**config.mk**
```make
export PLATFORM = sky130hd
export DESIGN_NAME = fetch_unit
export DESIGN_NICKNAME = d
export VERILOG_FILES = /design/src/rtl/proc_pkg.sv /design/src/rtl/fetch_unit.sv
export SDC_FILE = /design/constraint.sdc
export NUM_CORES = 1
export LEC_CHECK = 0
export CORE_ASPECT_RATIO = 1.4
export CORE_MARGIN = 5
export CORE_UTILIZATION = 35
export DETAILED_ROUTE_END_ITERATION = 12
export HOLD_SLACK_MARGIN = 0.03
export PLACE_DENSITY = 0.63
export SLEW_MARGIN = 5
export SYNTH_ARGS = -nofsm -noshare
export SYNTH_HDL_FRONTEND = slang
export SYNTH_SLANG_ARGS = --single-unit
```
**constraint.sdc**
```tcl
create_clock -name clk -period 2.5 [get_ports clk]
set_input_delay 0.5 -clock clk [delete_from_list [all_inputs] [get_ports clk]]
set_output_delay 0.5 -clock clk [all_outputs]
set_load 0.02 [all_outputs]
```
**src/rtl/proc_pkg.sv**
```systemverilog
`default_nettype none
// +----------------------------------------------------------------------+
// | proc_pkg                                                             |
// | Shared constants and types for the 18-bit processor pipeline.        |
// | Revision: 1.0                                                        |
// +----------------------------------------------------------------------+
package proc_pkg;

  localparam int ADDR_W  = 10;
  localparam int INSTR_W = 18;
  localparam logic [ADDR_W-1:0] RESET_PC = 10'd0;

  typedef logic [ADDR_W-1:0]  pc_t;
  typedef logic [INSTR_W-1:0] instr_t;

  typedef enum logic [0:0] {
    RUN    = 1'b0,
    HALTED = 1'b1
  } fetch_state_t;

endpackage
`default_nettype wire

```
**src/rtl/fetch_unit.sv**
```systemverilog
`default_nettype none
// +----------------------------------------------------------------------+
// | fetch_unit                                                           |
// | Instruction fetch: PC, ROM addressing, output register with          |
// | valid/ready handshake, redirect/halt handling and fetch counter.     |
// | Revision: 1.0                                                        |
// +----------------------------------------------------------------------+
module fetch_unit
  import proc_pkg::fetch_state_t, proc_pkg::RUN, proc_pkg::HALTED;
#(
  parameter int                ADDR_W   = proc_pkg::ADDR_W,
  parameter int                INSTR_W  = proc_pkg::INSTR_W,
  parameter logic [ADDR_W-1:0] RESET_PC = proc_pkg::RESET_PC,
  parameter int                CNT_W    = 16
) (
  input  logic               clk,
  input  logic               rst_n,
  output logic [ADDR_W-1:0]  rom_addr,
  input  logic [INSTR_W-1:0] rom_q,
  output logic               instr_valid,
  input  logic               instr_ready,
  output logic [INSTR_W-1:0] instr,
  output logic [ADDR_W-1:0]  instr_pc,
  input  logic               redirect_valid,
  input  logic [ADDR_W-1:0]  redirect_pc,
  input  logic               halt_req,
  output logic               halted,
  output logic [CNT_W-1:0]   fetch_count
);

  localparam logic [CNT_W-1:0] c_cnt_max = {CNT_W{1'b1}};

  fetch_state_t       r_state;
  logic [ADDR_W-1:0]  r_pc;
  logic               r_valid;
  logic [INSTR_W-1:0] r_instr;
  logic [ADDR_W-1:0]  r_instr_pc;
  logic [CNT_W-1:0]   r_count;

  logic w_fire;
  logic w_load_en;

  assign w_fire    = r_valid && instr_ready;
  assign w_load_en = (r_state == RUN) && !redirect_valid && !halt_req &&
                     (!r_valid || instr_ready);

  always_ff @(posedge clk or negedge rst_n) begin
    if (!rst_n) begin
      r_state    <= RUN;
      r_pc       <= RESET_PC;
      r_valid    <= 1'b0;
      r_instr    <= '0;
      r_instr_pc <= '0;
    end else if (redirect_valid) begin
      // Flush wins over everything, including a pending halt and HALTED.
      r_state <= RUN;
      r_pc    <= redirect_pc;
      r_valid <= 1'b0;
    end else if (halt_req && (r_state == RUN)) begin
      r_state <= HALTED;
      if (w_fire) begin
        r_valid <= 1'b0;
      end
    end else if (w_load_en) begin
      r_instr    <= rom_q;
      r_instr_pc <= r_pc;
      r_valid    <= 1'b1;
      r_pc       <= r_pc + 1'b1;
    end else if (w_fire) begin
      r_valid <= 1'b0;
    end
  end

  always_ff @(posedge clk or negedge rst_n) begin
    if (!rst_n) begin
      r_count <= '0;
    end else if (w_fire && (r_count != c_cnt_max)) begin
      r_count <= r_count + 1'b1;
    end
  end

  assign rom_addr    = r_pc;
  assign instr_valid = r_valid;
  assign instr       = r_instr;
  assign instr_pc    = r_instr_pc;
  assign halted      = (r_state == HALTED);
  assign fetch_count = r_count;

endmodule
`default_nettype wire
```
# Word-level counts from Yosys, hierarchy flattened
# Index checks and enable logic that the tools add are counted.
[op_classes]
addsub = 2
n_eq_ne = 2
muxes = 9
bitwise = 3
n_reduce_logical = 14
[ops]
columns = ["operator", "n"]
rows = [
  ["$mux W10", 3],
  ["$add A16 B1 Y16 const B", 1],
  ["$ne A16 B16 Y1 const B", 1],
  ["$add A10 B1 Y10 const B", 1],
  ["$logic_and A1 B1 Y1", 6],
  ["$mux W1", 6],
  ["$reduce_bool A2 Y1", 2],
  ["$logic_not A1 Y1", 3],
  ["$not A1 Y1", 3],
  ["$reduce_and A3 Y1", 1],
  ["$ne A2 B2 Y1 const B", 1],
  ["$reduce_and A2 Y1", 1],
  ["$logic_or A1 B1 Y1", 1],
]
[word_totals]
register_bits = 56
in_bits = 33
out_inout_bits = 56
wordCells = 36

# Depth between registers and ports, before layout
# Gate-level depths: netlist (run 1).
[depth]
depth_word = 7
ltp_mapped = 5
mapped_depth_nobuf = 5

# Worst setup path before layout (run 1)
# Ideal clock, no wire load.
[synth_path]
path_type = "register to register"
startpoint = "register r_count[0], in the netlist fetch_count[0]"
endpoint = "register r_count[2], in the netlist fetch_count[2]"
setup_ns = 0.136
arrival_time_ns = 1.805
t_required_ns = 2.364
slack_ns = 0.559
path_stages_with_launch = 6
cell_sequence = "dfrtp_1 > ha_1 > nand4_4 > or4_4 > and3_1 > xor2_1"
[synth_via]
elab_chain_cells = 2
elab_cells_between_ends = 3
cone_classes = "add/sub: 1; eq/ne: 1; reduce/logical: 1"
[synth_rtl]
columns = ["element", "line", "source"]
rows = [
  ["start: declaration", "fetch_unit.sv:38", "logic [CNT_W-1:0] r_count;"],
  ["start signal: assignment", "fetch_unit.sv:78", "r_count <= r_count + 1'b1;"],
  ["branches (longest 2 deep; another with $add A16 B1 Y16)", "n/a", ""],
]
# Parallel ways; which one is timed is not known.
# A chain may end at the register's enable or synchronous reset.

# Worst setup path after layout (run 1)
[layout_path]
startpoint = "register r_count[5], in the netlist fetch_count[5]"
endpoint = "output fetch_count[5]"
[layout_rtl]
columns = ["element", "line", "source"]
rows = [
  ["end: declaration", "fetch_unit.sv:28", "output logic [CNT_W-1:0] fetch_count"],
]
# No word-level cell between the ends.

==> results by group, run 1 <==
Run status
  • Outcome: completed

STA
  • Fin crit share: 78.5%
  • RSZ-0062 raised after global routing: false
  • Post-Route Setup TNS: 0 ps
  • Final Skew: 9.88 ps
  • Slew Viols, Final: 0
  • Setup violations, final: 0
  • Slew margin rel.: 62.6%
  • Final hold violations: 0
  • Min cycle time layout: 1960 ps
  • Max Clk Rate: 510 MHz
  • Slew @ Worst Pin: 561 ps

Die
  • Die area: 8860 um^2
  • Die W: 81.0 um
  • Starting Density: 35.6%
  • Die H: 109 um
  • Core area: 6940 um^2
  • FP Rows: 36
  • IO Pins: 89

Synthesis
  • Sequential share of the synthesized area: 56.8%
  • Syn Std Cell Area: 2470 um^2
  • Post-synth top area share: 56.8%
  • Unique cell type count in the Yosys netlist: 34
  • Synth Instances: 201
  • Syn nets: 236
  • Simple-Gate Fraction of Synth Area: 16.5%
  • Mean post-synth cell area: 12.3 um^2
  • Area leader, netlist: dfrtp_1
  • Top post-synthesis cells by area: dfrtp_1 (57%), mux2_2 (13%), xor2_1 (4.3%)
  • Count of state elements after synthesis: 56
  • Main combinational cell family by area after synthesis: simple AND/OR/NAND/NOR gates
  • Post-synthesis mux area share: 14.1%
  • Synth Area in Adders: 1.01%
  • Complex-gate fraction of the synthesized area: 3.90%
  • Post-Synth XOR/XNOR Area: 6.03%
  • Yosys synthesis warning count: 0

Run
  • Max-cap viol count: 0

CTS
  • Root buf cell: clkbuf_8
  • Worst skew pair latency: 310 ps
  • CTS Buf Count: 5
  • Clk slew on worst S/H paths: 100 ps
  • CTS Sinks: 56
  • Clock Path Buffers: 2
  • CTS HTree Levels: 2
  • CTS Hold Buffers Added: 0
  • CTS tree: yes
  • # resized after CTS: 0
  • Post-CTS Repair Setup Buffers: 0

Setup path
  • Worst Path Max Fanout: 7
  • Worst path top cell family by delay: buffers and inverters
  • CP required: 2000 ps
  • Largest stage delay, worst path: 650 ps
  • Kind of critical path: flop to output port
  • CP cell instances: clkdlybuf4s50_1
  • Worst Setup Start Kind: flop
  • Slowest CP cell: clkdlybuf4s50_1
  • CP Buf/Inv Count: 1
  • CP Capture Type: output port
  • Worst Path Arrival: 1460 ps

Power and ir drop
  • P_leak: 1.47 nW
  • Power Total: 2.64 mW
  • Power Density: 736 nW/um^2
  • Worst vdd ir: 411 uV

Global routing
  • Total GRT Usage: 13.7%
  • M3 GR Usage: 2.54%
  • Top Usage Layer GRT: met2
  • GR Util met1: 16.3%
  • Vias in the first global route: 1944
  • Antenna violations before repair: 0
  • GRT overflow: 0
  • GR Layer Usage met2: 23.9%
  • First-pass GRT wire length: 9430 um
  • Largest net degree at the start of global routing: 24

Route
  • Drt first pass iters: 4
  • Total vias in the final route: 1899
  • Wire length per cell: 14.7 um
  • Starting DRT DRC Count: 49
  • Residual DRC: 0
  • ANT nets after route: 0
  • Vias per cell: 4.83
  • Total Routed Length: 5800 um

Cells and area
  • # nets final: 332
  • Layout cells sized above 1: 16.1%
  • Syn-to-layout area delta: 45.5%
  • ANT cells: 0

Place
  • HPWL after detailed placement: 4480 um
  • GPL Wtd Cong: 0.758
  • IO buf count: 88

Hold path
  • Worst hold path class: input port to async pin
[kinds of logic after synthesis]
family,after synthesis
AND/OR/NAND/NOR,71
flip-flops,56
multiplexers,31
AO/OA/AOI/OAI,17
XOR/XNOR,17
buffers and inverters,7
adder cells (fa/ha/maj),2
[final cells by class]
| cell class | instances | area (um^2) |
|---|---|---|
| flip-flops and latches | 56 | 1400 |
| clock buffers | 6 | 82.6 |
| clock inverters | 2 | 38.8 |
| repair buffers | 93 | 913 |
| fillers | 671 | 3340 |
| multi-input cells | 138 | 1030 |
| inverters | 3 | 11.3 |
| well taps | 95 | 119 |
[Yosys cell counts]
master,number
and4_1,3
clkinv_1,1
xor2_1,12
o211ai_1,1
dfrtp_1,56
a31oi_1,5
nor4_1,3
buf_6,2
nor4b_1,2
xnor2_1,5
mux2i_1,1
o31ai_1,1
or3_1,4
nand4b_1,1
nand4_4,1
nor3_1,3
and2_1,2
or4_1,2
nand4_1,6
or4_4,1
clkbuf_1,2
mux2_1,1
o21ai_0,8
a21oi_1,2
nand2b_1,1
nor2_1,8
inv_1,2
nor2_2,2
nor4_2,1
mux2_2,29
nand3_1,11
ha_1,2
nand2_1,17
and3_1,3
[metrics by stage]
step / worst slack (ps) / area (um^2) / cells / hold slack, ps / utilization, %
floorplan: 559 / 2470 / 201 / 204 / -
global placement: 299 / 3470 / 385 / 489 / 50.0
detailed placement: 260 / 3470 / 385 / 496 / 50.0
CTS: 502 / 3590 / 393 / 163 / 51.8
global route: 438 / 3590 / 393 / 188 / 51.8
finish: 538 / 3590 / 393 / 157 / 51.8
[registers in the layout (all words and copies together) (netlist names)]
signal and cells:
fetch_count 16, halted 1, instr 18, instr_pc 10
instr_valid 1, rom_addr 10
[cells in the final DEF (no fill, tap or decap), drive strengths merged]
cell / n
nand2: 17
xnor2: 5
nand4b: 1
o211ai: 1
clkbuf: 6
mux2i: 1
o31ai: 1
nor4b: 2
dfrtp: 56
or3: 4
a31oi: 5
nor4: 4
nand2b: 1
mux2: 30
bufinv: 1
clkdlybuf4s50: 87
inv: 2
a21oi: 2
xor2: 12
nand3: 11
and4: 3
buf: 6
ha: 2
nor3: 3
nand4: 7
clkinv: 2
o21ai: 8
nor2: 10
and2: 2
or4: 3
and3: 3
[worst paths after layout]
path,slack [ps],start,to,cells after the start
max,540,fetch_count[5],fetch_count[5],1
min in group clk,510,instr[16],instr[16],1
max in group asynchronous,1680,rst_n,fetch_count[14],2
min,160,rst_n,fetch_count[4],1
min reg2reg,510,instr[16],instr[16],1
max reg2reg,560,fetch_count[0],fetch_count[2],5
[report_power, final]
part	internal [mW]	total, mW	switching, mW	leakage, nW
logic	0.438	0.820	0.382	0.719
clock network	0.328	0.632	0.304	0.0614
registers	1.06	1.19	0.131	0.690
[layer usage]
metal	share of wire, %	vias to the layer above	routed length, um
met4	1.7	0	99
li1	-	915	-
met5	0	-	0
met3	5.3	9	307
met1	41	922	2380
met2	52	53	3010
No activity file was read; power rests on OpenSTA's default activity.
==> inputs of run 2 (changes only) <==
==> constraint.sdc (replaced) <==
create_clock -name clk -period 2 [get_ports clk]
set_input_delay 0.4 -clock clk [delete_from_list [all_inputs] [get_ports clk]]
set_output_delay 0.4 -clock clk [all_outputs]
set_load 0.02 [all_outputs]
==> run 2 against run 1 <==
Final area rose by 1.7%; core utilization up 0.88 points; clock-buffer cell count down 1; critical path type is now flop to flop; largest power group unchanged.
==> results by group, run 2 (synthesis results as in run 1) <==
Setup path
  • Slowest CP cell: or4_4
  • CP cell instances: ha_2, nand4_4, or4_4, and3_1, xor2_1
  • Worst Path Max Fanout: 5 (-2)
  • CP Capture Type: flop
  • Largest stage delay, worst path: 600 ps (-50 ps)
  • Worst Path Arrival: 2060 ps (+600 ps)
  • CP required: 2200 ps (+200 ps)
  • Kind of critical path: flop to flop
  • Worst Setup Start Kind: flop

CTS
  • CTS Buf Count: 5 (unchanged)
  • Clock Path Buffers: 2 (unchanged)
  • Worst skew pair latency: 310 ps (about the same)
  • Root buf cell: clkbuf_8
  • Clk slew on worst S/H paths: 100 ps (about the same)
  • CTS HTree Levels: 2 (unchanged)
  • CTS tree: yes
  • CTS Sinks: 56 (unchanged)

Cells and area
  • Layout cells sized above 1: 19.2% (+3.0 points)
  • # fillers: 676 (+0.75%)
  • Post-Layout Cell Count: 403 (+2.5%)
  • Syn-to-layout area delta: 48.0%
  • # nets final: 342 (+3.0%)
  • Final Instance Area: 3650 um^2 (+1.7%)
  • Commonest non-fill, non-tap cells in the layout: clkdlybuf4s50_1 (87), dfrtp_1 (56), mux2_2 (29)
  • Multi-input logic area: 1030 um^2 (+0.24%)
  • FF+latch area: 1400 um^2 (unchanged)
  • ANT cells: 0 (unchanged)
  • Max reg flops: 18 (unchanged)
  • Finished Core Util: 52.7% (+0.88 points)
  • Most common cell after layout, fill and taps aside: clkdlybuf4s50_1

Die
  • Starting Density: 35.6% (unchanged)
  • Die W: 81.0 um (unchanged)
  • Die H: 109 um (unchanged)
  • FP Rows: 36 (unchanged)
  • IO Pins: 89 (unchanged)
  • Core area: 6940 um^2 (unchanged)
  • Die area: 8860 um^2 (unchanged)

Run
  • Max-cap viol count: 0 (unchanged)

STA
  • Final Skew: 8.94 ps (-0.945 ps)
  • Fin worst setup slack: 143 ps (-395 ps)
  • Final hold violations: 0 (unchanged)
  • Min cycle time layout: 1860 ps
  • RSZ-0062 raised after global routing: false
  • Slew @ Worst Pin: 367 ps (-194 ps)
  • Max Clk Rate: 539 MHz
  • Slew Viols, Final: 0 (unchanged)
  • Fin crit share: 92.8%
  • Slew margin rel.: 75.2% (+13 points)
  • Post-Route Setup TNS: 0 ps (unchanged)
  • Final hold slack: 63.2 ps (-94.1 ps)
  • Setup violations, final: 0 (unchanged)

Power and ir drop
  • P_leak: 1.50 nW (+2.0%)
  • Power Density: 863 nW/um^2 (+17%)
  • Power Total: 3.15 mW (+19%)
  • Worst vdd ir: 426 uV (+3.6%)

Route
  • Vias per cell: 4.73 (-2.2%)
  • Drt first pass iters: 4 (unchanged)
  • Starting DRT DRC Count: 41 (-16%)
  • Total Routed Length: 5660 um (-2.3%)
  • ANT nets after route: 0 (unchanged)
  • Residual DRC: 0 (unchanged)
  • Total vias in the final route: 1905 (+0.32%)
  • Wire length per cell: 14.0 um (-4.7%)

Run status
  • Outcome: completed

Global routing
  • Vias in the first global route: 1976 (+1.6%)
  • GRT overflow: 0 (unchanged)
  • First-pass GRT wire length: 9370 um (-0.58%)
  • Antenna violations before repair: 0 (unchanged)
  • Largest net degree at the start of global routing: 57 (+140%)
  • Total GRT Usage: 13.6% (-0.14 points)

Place
  • Placed Cells: 395 (+2.6%)
  • HPWL after detailed placement: 4350 um (-2.8%)
  • IO buf count: 88 (unchanged)
  • Placement Cell Area: 3560 um^2 (+2.5%)
  • GPL Wtd Cong: 0.737 (-2.8%)
  • Worst slack, placed: -68.9 ps (-328 ps)

Hold path
  • Worst hold path class: input port to async pin
==> run 2: changes by cell type in the layout (fill, tap and decap cells not counted) <==
cell	previous run	this run
buf_4	5	14
clkinvlp_4	0	2
buf_12	0	1
bufinv_16	1	0
clkbuf_8	6	5
ha_1	2	1
ha_2	0	1
==> run 2: path summary, 6_finish.rpt <==
| check | start | end | slack (ps) | depth (start not counted) |
|---|---|---|---|---|
| worst max-delay path | fetch_count[0] | fetch_count[2] | 140 | 5 |
| worst min-delay path | rst_n | fetch_count[8] | 60 | 2 |
| worst max register to register | fetch_count[0] | fetch_count[2] | 140 | 5 |
| worst min register to register | instr[7] | instr[7] | 510 | 1 |
| max in group asynchronous | rst_n | rom_addr[8] | 1680 | 2 |
| min in group clk | instr[7] | instr[7] | 510 | 1 |
==> run 2: per-layer routing <==
metal  share of wire (%)  routed length, um  up-vias  track usage [%]
met4                 1.7                 97        0             5.56
met2                  53               2980       50             23.4
met1                  40               2270      917             16.7
li1                    -                  -      933                -
met5                   0                  0        -                0
met3                 5.4                308        5             2.21
==> run 2: layout make-up <==
class                           count  share of cell area, %
Clock buffer                        5                   1.88
Clock inverter                      3                  0.651
Inverter                            3                  0.308
Multi-Input combinational cell    138                   28.2
Sequential cell                    56                   38.4
Tap cell                           95                   3.25
Timing Repair Buffer              103                   27.4
==> run 2: power by group <==
group	switching [mW]	leakage [nW]	internal, mW	total, mW
clock network	0.377	0.0404	0.249	0.626
registers	0.161	0.690	1.33	1.49
logic	0.478	0.769	0.564	1.04
==> run 2: worst max-delay path: cells and delay by family, from the launching register on <==
kind | cells | cell delay [ps]
flops | 1 | 420
xor+xnor | 1 | 130
fa+ha+maj | 1 | 240
simple gates | 3 | 950
==> run 2: what timing repair did <==
item | in CTS | in global routing
resized for setup | 0 | 1
hold buffers | 0 | 0
buffers inserted | 0 | 0
endpoints found under the setup margin | 0 | 1
==> inputs of run 3 (changes only) <==
--- a/config.mk
+++ b/config.mk
@@ -11,7 +11,6 @@
 export DETAILED_ROUTE_END_ITERATION = 12
 export HOLD_SLACK_MARGIN = 0.03
 export PLACE_DENSITY = 0.63
-export SLEW_MARGIN = 5
 export SYNTH_ARGS = -nofsm -noshare
 export SYNTH_HDL_FRONTEND = slang
 export SYNTH_SLANG_ARGS = --single-unit
==> results of run 3 <==
The final DEF is identical to that of run 2; final timing and power are the same.
